## src/rtl/cart_map_pkg.sv

```systemverilog
// Shared definitions for the cartridge mapper arbiter: channel indices,
// default turbo-block mask, idle bus levels and the arbiter state type.
package cart_map_pkg;

    // Mapper channel indices (channel 0 is the default LoROM/HiROM/DSP mapper)
    localparam int CH_DLH     = 0;
    localparam int CH_CX4     = 1;
    localparam int CH_SDD1    = 2;
    localparam int CH_GSU     = 3;
    localparam int CH_SA1     = 4;
    localparam int CH_SPC7110 = 5;

    // Bit i set means channel i+1 forbids CPU turbo (SDD1 and SA1)
    localparam logic [4:0] TURBO_BLOCK_DEF = 5'b01010;

    // Levels driven onto the shared bus while no mapper owns it
    localparam logic       STROBE_IDLE_N = 1'b1;
    localparam logic       LEVEL_IDLE    = 1'b0;
    localparam logic [7:0] DATA_IDLE     = 8'h00;

    typedef enum logic {
        ST_RUN   = 1'b0,
        ST_DRAIN = 1'b1
    } arb_state_t;

endpackage

```

## src/rtl/cart_map_arbiter_if.sv

```systemverilog
// Bundle of per-channel mapper inputs and the shared cartridge bus outputs.
// The arbiter uses the slave view; the surrounding top level uses master.
interface cart_map_arbiter_if #(
    parameter int NUM_MAP = 5,
    parameter int ROM_AW  = 24,
    parameter int RAM_AW  = 20
);
    localparam int NCH   = NUM_MAP + 1;
    localparam int SEL_W = $clog2(NCH);

    // Mapper side
    logic [NUM_MAP-1:0]    MAP_ACTIVE;
    logic [8*NCH-1:0]      M_DO;
    logic [NCH-1:0]        M_IRQ_N;
    logic [ROM_AW*NCH-1:0] M_ROM_ADDR;
    logic [NCH-1:0]        M_ROM_CE_N;
    logic [NCH-1:0]        M_ROM_OE_N;
    logic [NCH-1:0]        M_ROM_WORD;
    logic [RAM_AW*NCH-1:0] M_BSRAM_ADDR;
    logic [8*NCH-1:0]      M_BSRAM_D;
    logic [NCH-1:0]        M_BSRAM_CE_N;
    logic [NCH-1:0]        M_BSRAM_OE_N;
    logic [NCH-1:0]        M_BSRAM_WE_N;

    // Shared bus and status side
    logic [7:0]        DI;
    logic              IRQ_N;
    logic [ROM_AW-1:0] ROM_ADDR;
    logic              ROM_CE_N;
    logic              ROM_OE_N;
    logic              ROM_WORD;
    logic [RAM_AW-1:0] BSRAM_ADDR;
    logic [7:0]        BSRAM_D;
    logic              BSRAM_CE_N;
    logic              BSRAM_OE_N;
    logic              BSRAM_WE_N;
    logic [SEL_W-1:0]  SEL;
    logic [NCH-1:0]    CH_ACTIVE;
    logic              TURBO_ALLOW;
    logic              MAP_ERR;
    logic              SWITCHING;

    modport slave (
        input  MAP_ACTIVE, M_DO, M_IRQ_N, M_ROM_ADDR, M_ROM_CE_N, M_ROM_OE_N,
               M_ROM_WORD, M_BSRAM_ADDR, M_BSRAM_D, M_BSRAM_CE_N, M_BSRAM_OE_N,
               M_BSRAM_WE_N,
        output DI, IRQ_N, ROM_ADDR, ROM_CE_N, ROM_OE_N, ROM_WORD, BSRAM_ADDR,
               BSRAM_D, BSRAM_CE_N, BSRAM_OE_N, BSRAM_WE_N, SEL, CH_ACTIVE,
               TURBO_ALLOW, MAP_ERR, SWITCHING
    );

    modport master (
        output MAP_ACTIVE, M_DO, M_IRQ_N, M_ROM_ADDR, M_ROM_CE_N, M_ROM_OE_N,
               M_ROM_WORD, M_BSRAM_ADDR, M_BSRAM_D, M_BSRAM_CE_N, M_BSRAM_OE_N,
               M_BSRAM_WE_N,
        input  DI, IRQ_N, ROM_ADDR, ROM_CE_N, ROM_OE_N, ROM_WORD, BSRAM_ADDR,
               BSRAM_D, BSRAM_CE_N, BSRAM_OE_N, BSRAM_WE_N, SEL, CH_ACTIVE,
               TURBO_ALLOW, MAP_ERR, SWITCHING
    );

endinterface

```

## src/rtl/cart_map_onehot_dec.sv

```systemverilog
// Decodes a one-hot active-flag vector into a channel index (bit i -> i+1).
// Zero or several flags set give index 0; several set also raise multi_hot_o.
module cart_map_onehot_dec #(
    parameter int N = 5
) (
    input  logic [N-1:0]             map_active_i,
    output logic [$clog2(N+1)-1:0]   target_o,
    output logic                     multi_hot_o
);
    localparam int TW = $clog2(N + 1);

    logic          seen;
    logic          multi;
    logic [TW-1:0] idx;

    // Scan the flags, remembering the last set bit and whether a second one appeared
    always_comb begin
        seen  = 1'b0;
        multi = 1'b0;
        idx   = '0;
        for (int i = 0; i < N; i++) begin
            if (map_active_i[i]) begin
                if (seen) begin
                    multi = 1'b1;
                end
                seen = 1'b1;
                idx  = TW'(i + 1);
            end
        end
        target_o    = (seen && !multi) ? idx : '0;
        multi_hot_o = multi;
    end

endmodule

```

## src/rtl/cart_map_arbiter.sv

```systemverilog
// Cartridge mapper output arbiter: registers the selected mapper channel,
// idles the shared bus for DRAIN_CYC cycles while the selection changes,
// and flags illegal multi-hot MAP_ACTIVE until reset.
module cart_map_arbiter
    import cart_map_pkg::*;
#(
    parameter int                   NUM_MAP     = 5,
    parameter int                   ROM_AW      = 24,
    parameter int                   RAM_AW      = 20,
    parameter int                   DRAIN_CYC   = 4,
    parameter logic [NUM_MAP-1:0]   TURBO_BLOCK = NUM_MAP'(TURBO_BLOCK_DEF)
) (
    input  logic              MCLK,
    input  logic              RESET,
    cart_map_arbiter_if.slave map
);
    localparam int NCH   = NUM_MAP + 1;
    localparam int SEL_W = $clog2(NCH);
    localparam int CNT_W = (DRAIN_CYC > 0) ? $clog2(DRAIN_CYC + 1) : 1;

    // Reload value for the drain counter; counts down to 0 inclusive
    localparam logic [CNT_W-1:0] CNT_RELOAD = CNT_W'((DRAIN_CYC > 0) ? DRAIN_CYC - 1 : 0);
    // Turbo block per channel index; channel 0 never blocks
    localparam logic [NCH-1:0]   BLOCK_BY_CH = {TURBO_BLOCK, 1'b0};

    logic [SEL_W-1:0] target;
    logic             multi_hot;

    arb_state_t       state_q, state_d;
    logic [SEL_W-1:0] sel_q, sel_d;
    logic [SEL_W-1:0] pend_q, pend_d;
    logic [CNT_W-1:0] cnt_q, cnt_d;
    logic             err_q, err_d;
    logic             idle;

    cart_map_onehot_dec #(
        .N (NUM_MAP)
    ) u_dec (
        .map_active_i (map.MAP_ACTIVE),
        .target_o     (target),
        .multi_hot_o  (multi_hot)
    );

    // Selection/drain state registers with synchronous reset
    always_ff @(posedge MCLK) begin
        if (RESET) begin
            state_q <= ST_RUN;
            sel_q   <= SEL_W'(CH_DLH);
            pend_q  <= SEL_W'(CH_DLH);
            cnt_q   <= '0;
            err_q   <= 1'b0;
        end else begin
            state_q <= state_d;
            sel_q   <= sel_d;
            pend_q  <= pend_d;
            cnt_q   <= cnt_d;
            err_q   <= err_d;
        end
    end

    // Next-state logic: hold, start/restart/abort a drain, or commit the pending channel
    always_comb begin
        state_d = state_q;
        sel_d   = sel_q;
        pend_d  = pend_q;
        cnt_d   = cnt_q;
        err_d   = err_q | multi_hot;
        unique case (state_q)
            ST_RUN: begin
                if (target != sel_q) begin
                    if (DRAIN_CYC > 0) begin
                        state_d = ST_DRAIN;
                        pend_d  = target;
                        cnt_d   = CNT_RELOAD;
                    end else begin
                        sel_d   = target;
                    end
                end
            end
            ST_DRAIN: begin
                if (target == sel_q) begin
                    state_d = ST_RUN;
                end else if (target != pend_q) begin
                    pend_d  = target;
                    cnt_d   = CNT_RELOAD;
                end else if (cnt_q == '0) begin
                    sel_d   = pend_q;
                    state_d = ST_RUN;
                end else begin
                    cnt_d   = cnt_q - 1'b1;
                end
            end
            default: begin
                state_d = ST_RUN;
            end
        endcase
    end

    // Output mux: zero-latency pass-through of the selected channel, idle while draining or in reset
    always_comb begin
        idle            = RESET || (state_q == ST_DRAIN);
        map.DI          = DATA_IDLE;
        map.IRQ_N       = STROBE_IDLE_N;
        map.ROM_ADDR    = '0;
        map.ROM_CE_N    = STROBE_IDLE_N;
        map.ROM_OE_N    = STROBE_IDLE_N;
        map.ROM_WORD    = LEVEL_IDLE;
        map.BSRAM_ADDR  = '0;
        map.BSRAM_D     = DATA_IDLE;
        map.BSRAM_CE_N  = STROBE_IDLE_N;
        map.BSRAM_OE_N  = STROBE_IDLE_N;
        map.BSRAM_WE_N  = STROBE_IDLE_N;
        map.CH_ACTIVE   = '0;
        if (!idle) begin
            map.DI          = map.M_DO[sel_q*8 +: 8];
            map.IRQ_N       = map.M_IRQ_N[sel_q];
            map.ROM_ADDR    = map.M_ROM_ADDR[sel_q*ROM_AW +: ROM_AW];
            map.ROM_CE_N    = map.M_ROM_CE_N[sel_q];
            map.ROM_OE_N    = map.M_ROM_OE_N[sel_q];
            map.ROM_WORD    = map.M_ROM_WORD[sel_q];
            map.BSRAM_ADDR  = map.M_BSRAM_ADDR[sel_q*RAM_AW +: RAM_AW];
            map.BSRAM_D     = map.M_BSRAM_D[sel_q*8 +: 8];
            map.BSRAM_CE_N  = map.M_BSRAM_CE_N[sel_q];
            map.BSRAM_OE_N  = map.M_BSRAM_OE_N[sel_q];
            map.BSRAM_WE_N  = map.M_BSRAM_WE_N[sel_q];
            map.CH_ACTIVE   = NCH'(1) << sel_q;
        end
        map.SEL         = sel_q;
        map.TURBO_ALLOW = ~BLOCK_BY_CH[sel_q];
        map.MAP_ERR     = err_q;
        map.SWITCHING   = (state_q == ST_DRAIN);
    end

endmodule

```

## src/flat_wrapper.sv

```systemverilog
// flat-port wrapper written by rule: the top's interface ports become plain ports
module cart_map_arbiter_flat import cart_map_pkg::*;
#(
    parameter int                   NUM_MAP     = 5,
    parameter int                   ROM_AW      = 24,
    parameter int                   RAM_AW      = 20,
    parameter int                   DRAIN_CYC   = 4,
    parameter logic [NUM_MAP-1:0]   TURBO_BLOCK = NUM_MAP'(TURBO_BLOCK_DEF)
)
  (MCLK, RESET, map_MAP_ACTIVE, map_M_DO, map_M_IRQ_N, map_M_ROM_ADDR, map_M_ROM_CE_N, map_M_ROM_OE_N, map_M_ROM_WORD, map_M_BSRAM_ADDR, map_M_BSRAM_D, map_M_BSRAM_CE_N, map_M_BSRAM_OE_N, map_M_BSRAM_WE_N, map_DI, map_IRQ_N, map_ROM_ADDR, map_ROM_CE_N, map_ROM_OE_N, map_ROM_WORD, map_BSRAM_ADDR, map_BSRAM_D, map_BSRAM_CE_N, map_BSRAM_OE_N, map_BSRAM_WE_N, map_SEL, map_CH_ACTIVE, map_TURBO_ALLOW, map_MAP_ERR, map_SWITCHING);
  cart_map_arbiter_if #(.NUM_MAP(NUM_MAP), .ROM_AW(ROM_AW), .RAM_AW(RAM_AW)) map_i ();
  input  logic MCLK;
  input  logic RESET;
  input wire logic [$bits(map_i.MAP_ACTIVE)-1:0] map_MAP_ACTIVE;
  input wire logic [$bits(map_i.M_DO)-1:0] map_M_DO;
  input wire logic [$bits(map_i.M_IRQ_N)-1:0] map_M_IRQ_N;
  input wire logic [$bits(map_i.M_ROM_ADDR)-1:0] map_M_ROM_ADDR;
  input wire logic [$bits(map_i.M_ROM_CE_N)-1:0] map_M_ROM_CE_N;
  input wire logic [$bits(map_i.M_ROM_OE_N)-1:0] map_M_ROM_OE_N;
  input wire logic [$bits(map_i.M_ROM_WORD)-1:0] map_M_ROM_WORD;
  input wire logic [$bits(map_i.M_BSRAM_ADDR)-1:0] map_M_BSRAM_ADDR;
  input wire logic [$bits(map_i.M_BSRAM_D)-1:0] map_M_BSRAM_D;
  input wire logic [$bits(map_i.M_BSRAM_CE_N)-1:0] map_M_BSRAM_CE_N;
  input wire logic [$bits(map_i.M_BSRAM_OE_N)-1:0] map_M_BSRAM_OE_N;
  input wire logic [$bits(map_i.M_BSRAM_WE_N)-1:0] map_M_BSRAM_WE_N;
  output wire logic [$bits(map_i.DI)-1:0] map_DI;
  output wire logic [$bits(map_i.IRQ_N)-1:0] map_IRQ_N;
  output wire logic [$bits(map_i.ROM_ADDR)-1:0] map_ROM_ADDR;
  output wire logic [$bits(map_i.ROM_CE_N)-1:0] map_ROM_CE_N;
  output wire logic [$bits(map_i.ROM_OE_N)-1:0] map_ROM_OE_N;
  output wire logic [$bits(map_i.ROM_WORD)-1:0] map_ROM_WORD;
  output wire logic [$bits(map_i.BSRAM_ADDR)-1:0] map_BSRAM_ADDR;
  output wire logic [$bits(map_i.BSRAM_D)-1:0] map_BSRAM_D;
  output wire logic [$bits(map_i.BSRAM_CE_N)-1:0] map_BSRAM_CE_N;
  output wire logic [$bits(map_i.BSRAM_OE_N)-1:0] map_BSRAM_OE_N;
  output wire logic [$bits(map_i.BSRAM_WE_N)-1:0] map_BSRAM_WE_N;
  output wire logic [$bits(map_i.SEL)-1:0] map_SEL;
  output wire logic [$bits(map_i.CH_ACTIVE)-1:0] map_CH_ACTIVE;
  output wire logic [$bits(map_i.TURBO_ALLOW)-1:0] map_TURBO_ALLOW;
  output wire logic [$bits(map_i.MAP_ERR)-1:0] map_MAP_ERR;
  output wire logic [$bits(map_i.SWITCHING)-1:0] map_SWITCHING;
  assign map_i.MAP_ACTIVE = map_MAP_ACTIVE;
  assign map_i.M_DO = map_M_DO;
  assign map_i.M_IRQ_N = map_M_IRQ_N;
  assign map_i.M_ROM_ADDR = map_M_ROM_ADDR;
  assign map_i.M_ROM_CE_N = map_M_ROM_CE_N;
  assign map_i.M_ROM_OE_N = map_M_ROM_OE_N;
  assign map_i.M_ROM_WORD = map_M_ROM_WORD;
  assign map_i.M_BSRAM_ADDR = map_M_BSRAM_ADDR;
  assign map_i.M_BSRAM_D = map_M_BSRAM_D;
  assign map_i.M_BSRAM_CE_N = map_M_BSRAM_CE_N;
  assign map_i.M_BSRAM_OE_N = map_M_BSRAM_OE_N;
  assign map_i.M_BSRAM_WE_N = map_M_BSRAM_WE_N;
  assign map_DI = map_i.DI;
  assign map_IRQ_N = map_i.IRQ_N;
  assign map_ROM_ADDR = map_i.ROM_ADDR;
  assign map_ROM_CE_N = map_i.ROM_CE_N;
  assign map_ROM_OE_N = map_i.ROM_OE_N;
  assign map_ROM_WORD = map_i.ROM_WORD;
  assign map_BSRAM_ADDR = map_i.BSRAM_ADDR;
  assign map_BSRAM_D = map_i.BSRAM_D;
  assign map_BSRAM_CE_N = map_i.BSRAM_CE_N;
  assign map_BSRAM_OE_N = map_i.BSRAM_OE_N;
  assign map_BSRAM_WE_N = map_i.BSRAM_WE_N;
  assign map_SEL = map_i.SEL;
  assign map_CH_ACTIVE = map_i.CH_ACTIVE;
  assign map_TURBO_ALLOW = map_i.TURBO_ALLOW;
  assign map_MAP_ERR = map_i.MAP_ERR;
  assign map_SWITCHING = map_i.SWITCHING;
  cart_map_arbiter #(.NUM_MAP(NUM_MAP), .ROM_AW(ROM_AW), .RAM_AW(RAM_AW), .DRAIN_CYC(DRAIN_CYC), .TURBO_BLOCK(TURBO_BLOCK)) u_core (.MCLK(MCLK), .RESET(RESET), .map(map_i));
endmodule
```

## config.mk

```make
export PLATFORM = sky130hd
export DESIGN_NAME = cart_map_arbiter_flat
export DESIGN_NICKNAME = d
export VERILOG_FILES = /design/src/rtl/cart_map_pkg.sv /design/src/rtl/cart_map_arbiter_if.sv /design/src/rtl/cart_map_onehot_dec.sv /design/src/rtl/cart_map_arbiter.sv /design/src/flat_wrapper.sv
export SDC_FILE = /design/constraint.sdc
export NUM_CORES = 1
export LEC_CHECK = 0
export BUFFER_PORTS_ARGS = -buffer_cell sky130_fd_sc_hd__buf_2
export CELL_PAD_IN_SITES_DETAIL_PLACEMENT = 1
export CELL_PAD_IN_SITES_GLOBAL_PLACEMENT = 1
export CORE_AREA = 2 2 187 189
export DETAILED_ROUTE_END_ITERATION = 7
export DIE_AREA = 0 0 189 191
export PLACE_DENSITY_LB_ADDON = 0.1
export SLEW_MARGIN = 20
export SYNTH_ARGS = -nofsm -noshare
export SYNTH_HDL_FRONTEND = slang
export SYNTH_SLANG_ARGS = --single-unit
```

## constraint.sdc

```tcl
create_clock -name MCLK -period 2.4 [get_ports MCLK]
set_clock_uncertainty 0.05 [all_clocks]
set_input_delay 0.36 -clock MCLK [delete_from_list [all_inputs] [get_ports MCLK]]
set_output_delay 0.36 -clock MCLK [all_outputs]
set_load 0.05 [all_outputs]
```

==> impl_summary.md <==
STA
The total count of max-transition violations in the final report is 0. The setup TNS is 0 ps. The peak clock frequency supported by timing is 0.428 GHz. The minimum clock period is 2330 ps.

The tightest hold path in the finished design has a slack of 401 ps. Dividing the final minimum period by the clock period gives 97.3%. Measured against its own limit, the worst slew margin works out to 73.1%. Setup violations remaining at the end of the flow were counted as 0.

At the pin with the least slew margin, the transition time is 404 ps. The count of endpoints failing hold in the final timing report is 0.

Floorplan
The effective utilization at floorplan is 10.9%. The floorplan step defined a die boundary enclosing 36100 um^2. The horizontal die dimension is 189 um. The area inside the core boundary is 34100 um^2. The initialized floorplan defines 68 standard-cell rows.

For this design the top-level I/O count stands at 488. The overall die height is 191 um.

Yosys
The number of cells produced by synthesis is 400. The share of synthesized flip-flops with an asynchronous set or reset is 0%. The post-synth net total is 811. The number of enable-type register cells in the synthesized netlist is 0. After synthesis, flip-flops and latches occupy 6.44% of the total area. The synthesized netlist contains 41 unique library cells. The combined area of all synthesized cells is 3730 um^2. By area the synthesized netlist is led by mux4_2 (40%), mux2i_1 (19%), o21ai_0 (8.5%). Among all flip-flop cells after synthesis, the most frequent one is dfxtp_1.

Summed over all instances, the cell type with the most area after synthesis is mux4_2. In this run the biggest area consumer among cell types represents 40.5% of the synthesized area. A synthesized cell averages 9.32 um^2.

The synthesized design contains 12 register bits. The number of warnings printed during yosys synthesis is 0.

Placed design
The number of placed instances, taps included, is 1324. During placement, the flow inserted port buffers numbering 487. The HPWL after detailed placement is 22.6 mm. The placer's final routability congestion estimate is 0.750.

The placed instance area is 7350 um^2.

Job
The number of max-capacitance violations reported is 0.

Final layout
The library cell used most frequently in the layout, excluding fill and tap cells, is buf_2. For this run, the number of standard cells in the final layout without fillers is 1344. The number of diodes added for antenna fixing is 0.

Compared with the post-synthesis result, the final layout area differs by 103%. The proportion of layout cells with a drive suffix above 1 is 76.0%. In the layout the commonest cells are buf_2 (484), nand2_1 (72), mux2i_1 (71). After routing the design area is 7580 um^2. The final layout net count is 1301.

Route
Wires add up to 26.4 mm. For this run, design rule violations remaining after detail routing come to 0. The count of nets left with antenna violations once routing finished came out at 0.

The number of detailed-route iterations in the first pass is 4. The first routing iteration left 105 violations. In the final routed layout, each cell accounts on average for 19.6 um. The number of vias after detailed routing is 5327.

The ratio of routed vias to standard cells is 3.96.

Clock network
The CTS tree is built. The largest buffer count on any clock path is 2. Clock-pin slew was measured on the worst setup and hold paths at 50 ps. CTS placed an instance of clkbuf_16 at the clock tree root. The number of hold buffers added after CTS was 0. The number of buffers created by CTS is 3. Counting every sink on the clock net gives 12. In this run the number of H-tree levels came out at 1. The clock latency on the worst-skew pair is 240 ps.

Global routing
The via count of the first global-routing pass is 5722. The first-pass GRT wire length is 37.1 mm. The total overflow left after global routing is 0. The pin count of the biggest net entering global routing is 50.

The overall global routing resource usage is 13.5%. The initial antenna violation count is 5.

Pwr
The static leakage is 0.00338 uW. Dividing total power by cell area gives a power density of 209 nW/um^2. IR analysis of the VDD net gives a maximum drop of 0.000235 V. The design draws 1580 uW.

Setup path
STA puts the critical path data arrival time at 1920 ps. The signal on the critical path passes through buf_12, buf_16, mux4_2, nand2_1, o21ai_2, buf_2. The type of the setup path with the least slack is register to output port. The worst-path maximum fanout is 18. The reg-to-reg endpoint is u_core.map.SEL[0]. Among all stages on the critical path, the largest delay is contributed by mux4_2. For this run, the slowest stage of the critical path takes 520 ps. The worst setup path is captured at an output port.

For the worst setup path, the data required time is 1990 ps. The kind of start point of the critical path is a register. The slack of the worst reg-to-reg path is 410 ps. The path depth of the worst reg2reg path is 7. The startpoint identified for the worst register-to-register timing path is u_core.map.SEL[0].

Hold path
The worst hold path passes through 2 cells. The worst hold path terminates at u_core.map.MAP_ERR. The start point of the worst hold path is u_core.map.MAP_ERR. The tightest min-delay check is of the register to register type.

Outcome
The run finished with clean final reports.
-- routing by layer --
layer / global-route usage [%] / vias to the layer above / wire length [um]
li1: - / 2547 / -
met1: 16.0 / 2528 / 10200
met2: 25.5 / 230 / 14000
met3: 3.47 / 14 / 2050
met4: 0.481 / 8 / 86
met5: 0 / - / 58
-- report_power, final --
group	leakage, uW	internal (uW)	switching [uW]
Clock	0.0000385	220	88.0
Sequential	0.0000992	204	4.42
Combinational	0.00324	474	592
-- final cells by class --
cell class | instances | area, um^2
inverters | 6 | 22.5
well taps | 455 | 569
multi-input cells | 340 | 3680
fillers | 4120 | 26500
flip-flops and latches | 12 | 248
clock buffers | 3 | 75.1
repair buffers | 527 | 2980
clock inverters | 1 | 3.75
-- worst max-delay path, delay by kind of cell, from the launching register on --
family / cells / cell delay [ps]
DFF: 1 / 400
AOI/OAI and AO/OA: 1 / 50
buffers and inverters: 3 / 580
muxes: 1 / 520
and+or+nand+nor: 1 / 100
-- how the worst max path moves through the flow --
stage                 startpoint            endpoint  slack, ps
2_1_floorplan  u_core.map.SEL[2]   map_BSRAM_ADDR[7]        -70
3_3_place_gp   map_MAP_ACTIVE[2]     u_core.cnt_q[2]        120
3_5_place_dp   map_MAP_ACTIVE[2]   u_core.map.SEL[0]        110
4_1_cts        u_core.map.SEL[0]     map_ROM_ADDR[3]          3
5_1_grt        u_core.map.SEL[0]  map_BSRAM_ADDR[10]         -3
6_report       u_core.map.SEL[0]    map_ROM_ADDR[19]         70
-- state kept, by name (all words and copies together), names as in the netlist, named ones only --
register / flops
u_core.cnt_q: 3
u_core.map.MAP_ERR: 1
u_core.map.SEL: 3
u_core.map.SWITCHING: 1
u_core.pend_q: 3
-- cells in the mapped netlist, types with 2 or more instances --
cell       n
a31oi_1    2
a21oi_1    4
dfxtp_1   12
buf_2     15
clkbuf_1  24
nand2b_1   6
xor2_1     4
nor2_1    10
mux4_2    67
o21ai_0   63
inv_1      6
nand2_1   73
or3_1      2
mux2i_1   71
nor3_1     3
ha_1       2
nor4_1     2
o311ai_0   6
and3_1     2
buf_1      2
xnor2_1    4
-- metrics by stage --
stage	setup WS [ps]	util, %
finish	65.5	22.2
global placement	124	21.5
detailed placement	108	21.5
floorplan	-70.1	-
CTS	3.30	21.8
global route	-3.16	22.2
-- repair_timing --
item / 4_1_cts / 5_1_grt
resized for setup: 3 / 1
setup endpoints to repair: 2 / 27
cloned: 0 / 1
setup buffers: 0 / 15
pin swaps: 0 / 0
-- kinds of logic (layout without fill, tap and decap cells) --
| logic type | after synthesis | count (layout) | share of synthesized area [%] |
|---|---|---|---|
| simple gates | 108 | 108 | 13.1 |
| xor+xnor | 9 | 9 | 2.32 |
| buf+inv | 48 | 537 | 5.54 |
| fa+ha+maj | 3 | 3 | 0.940 |
| flops | 12 | 12 | 6.44 |
| compound gates | 82 | 82 | 12.1 |
| mux | 138 | 138 | 59.5 |
No activity file was read; power rests on OpenSTA's default activity.
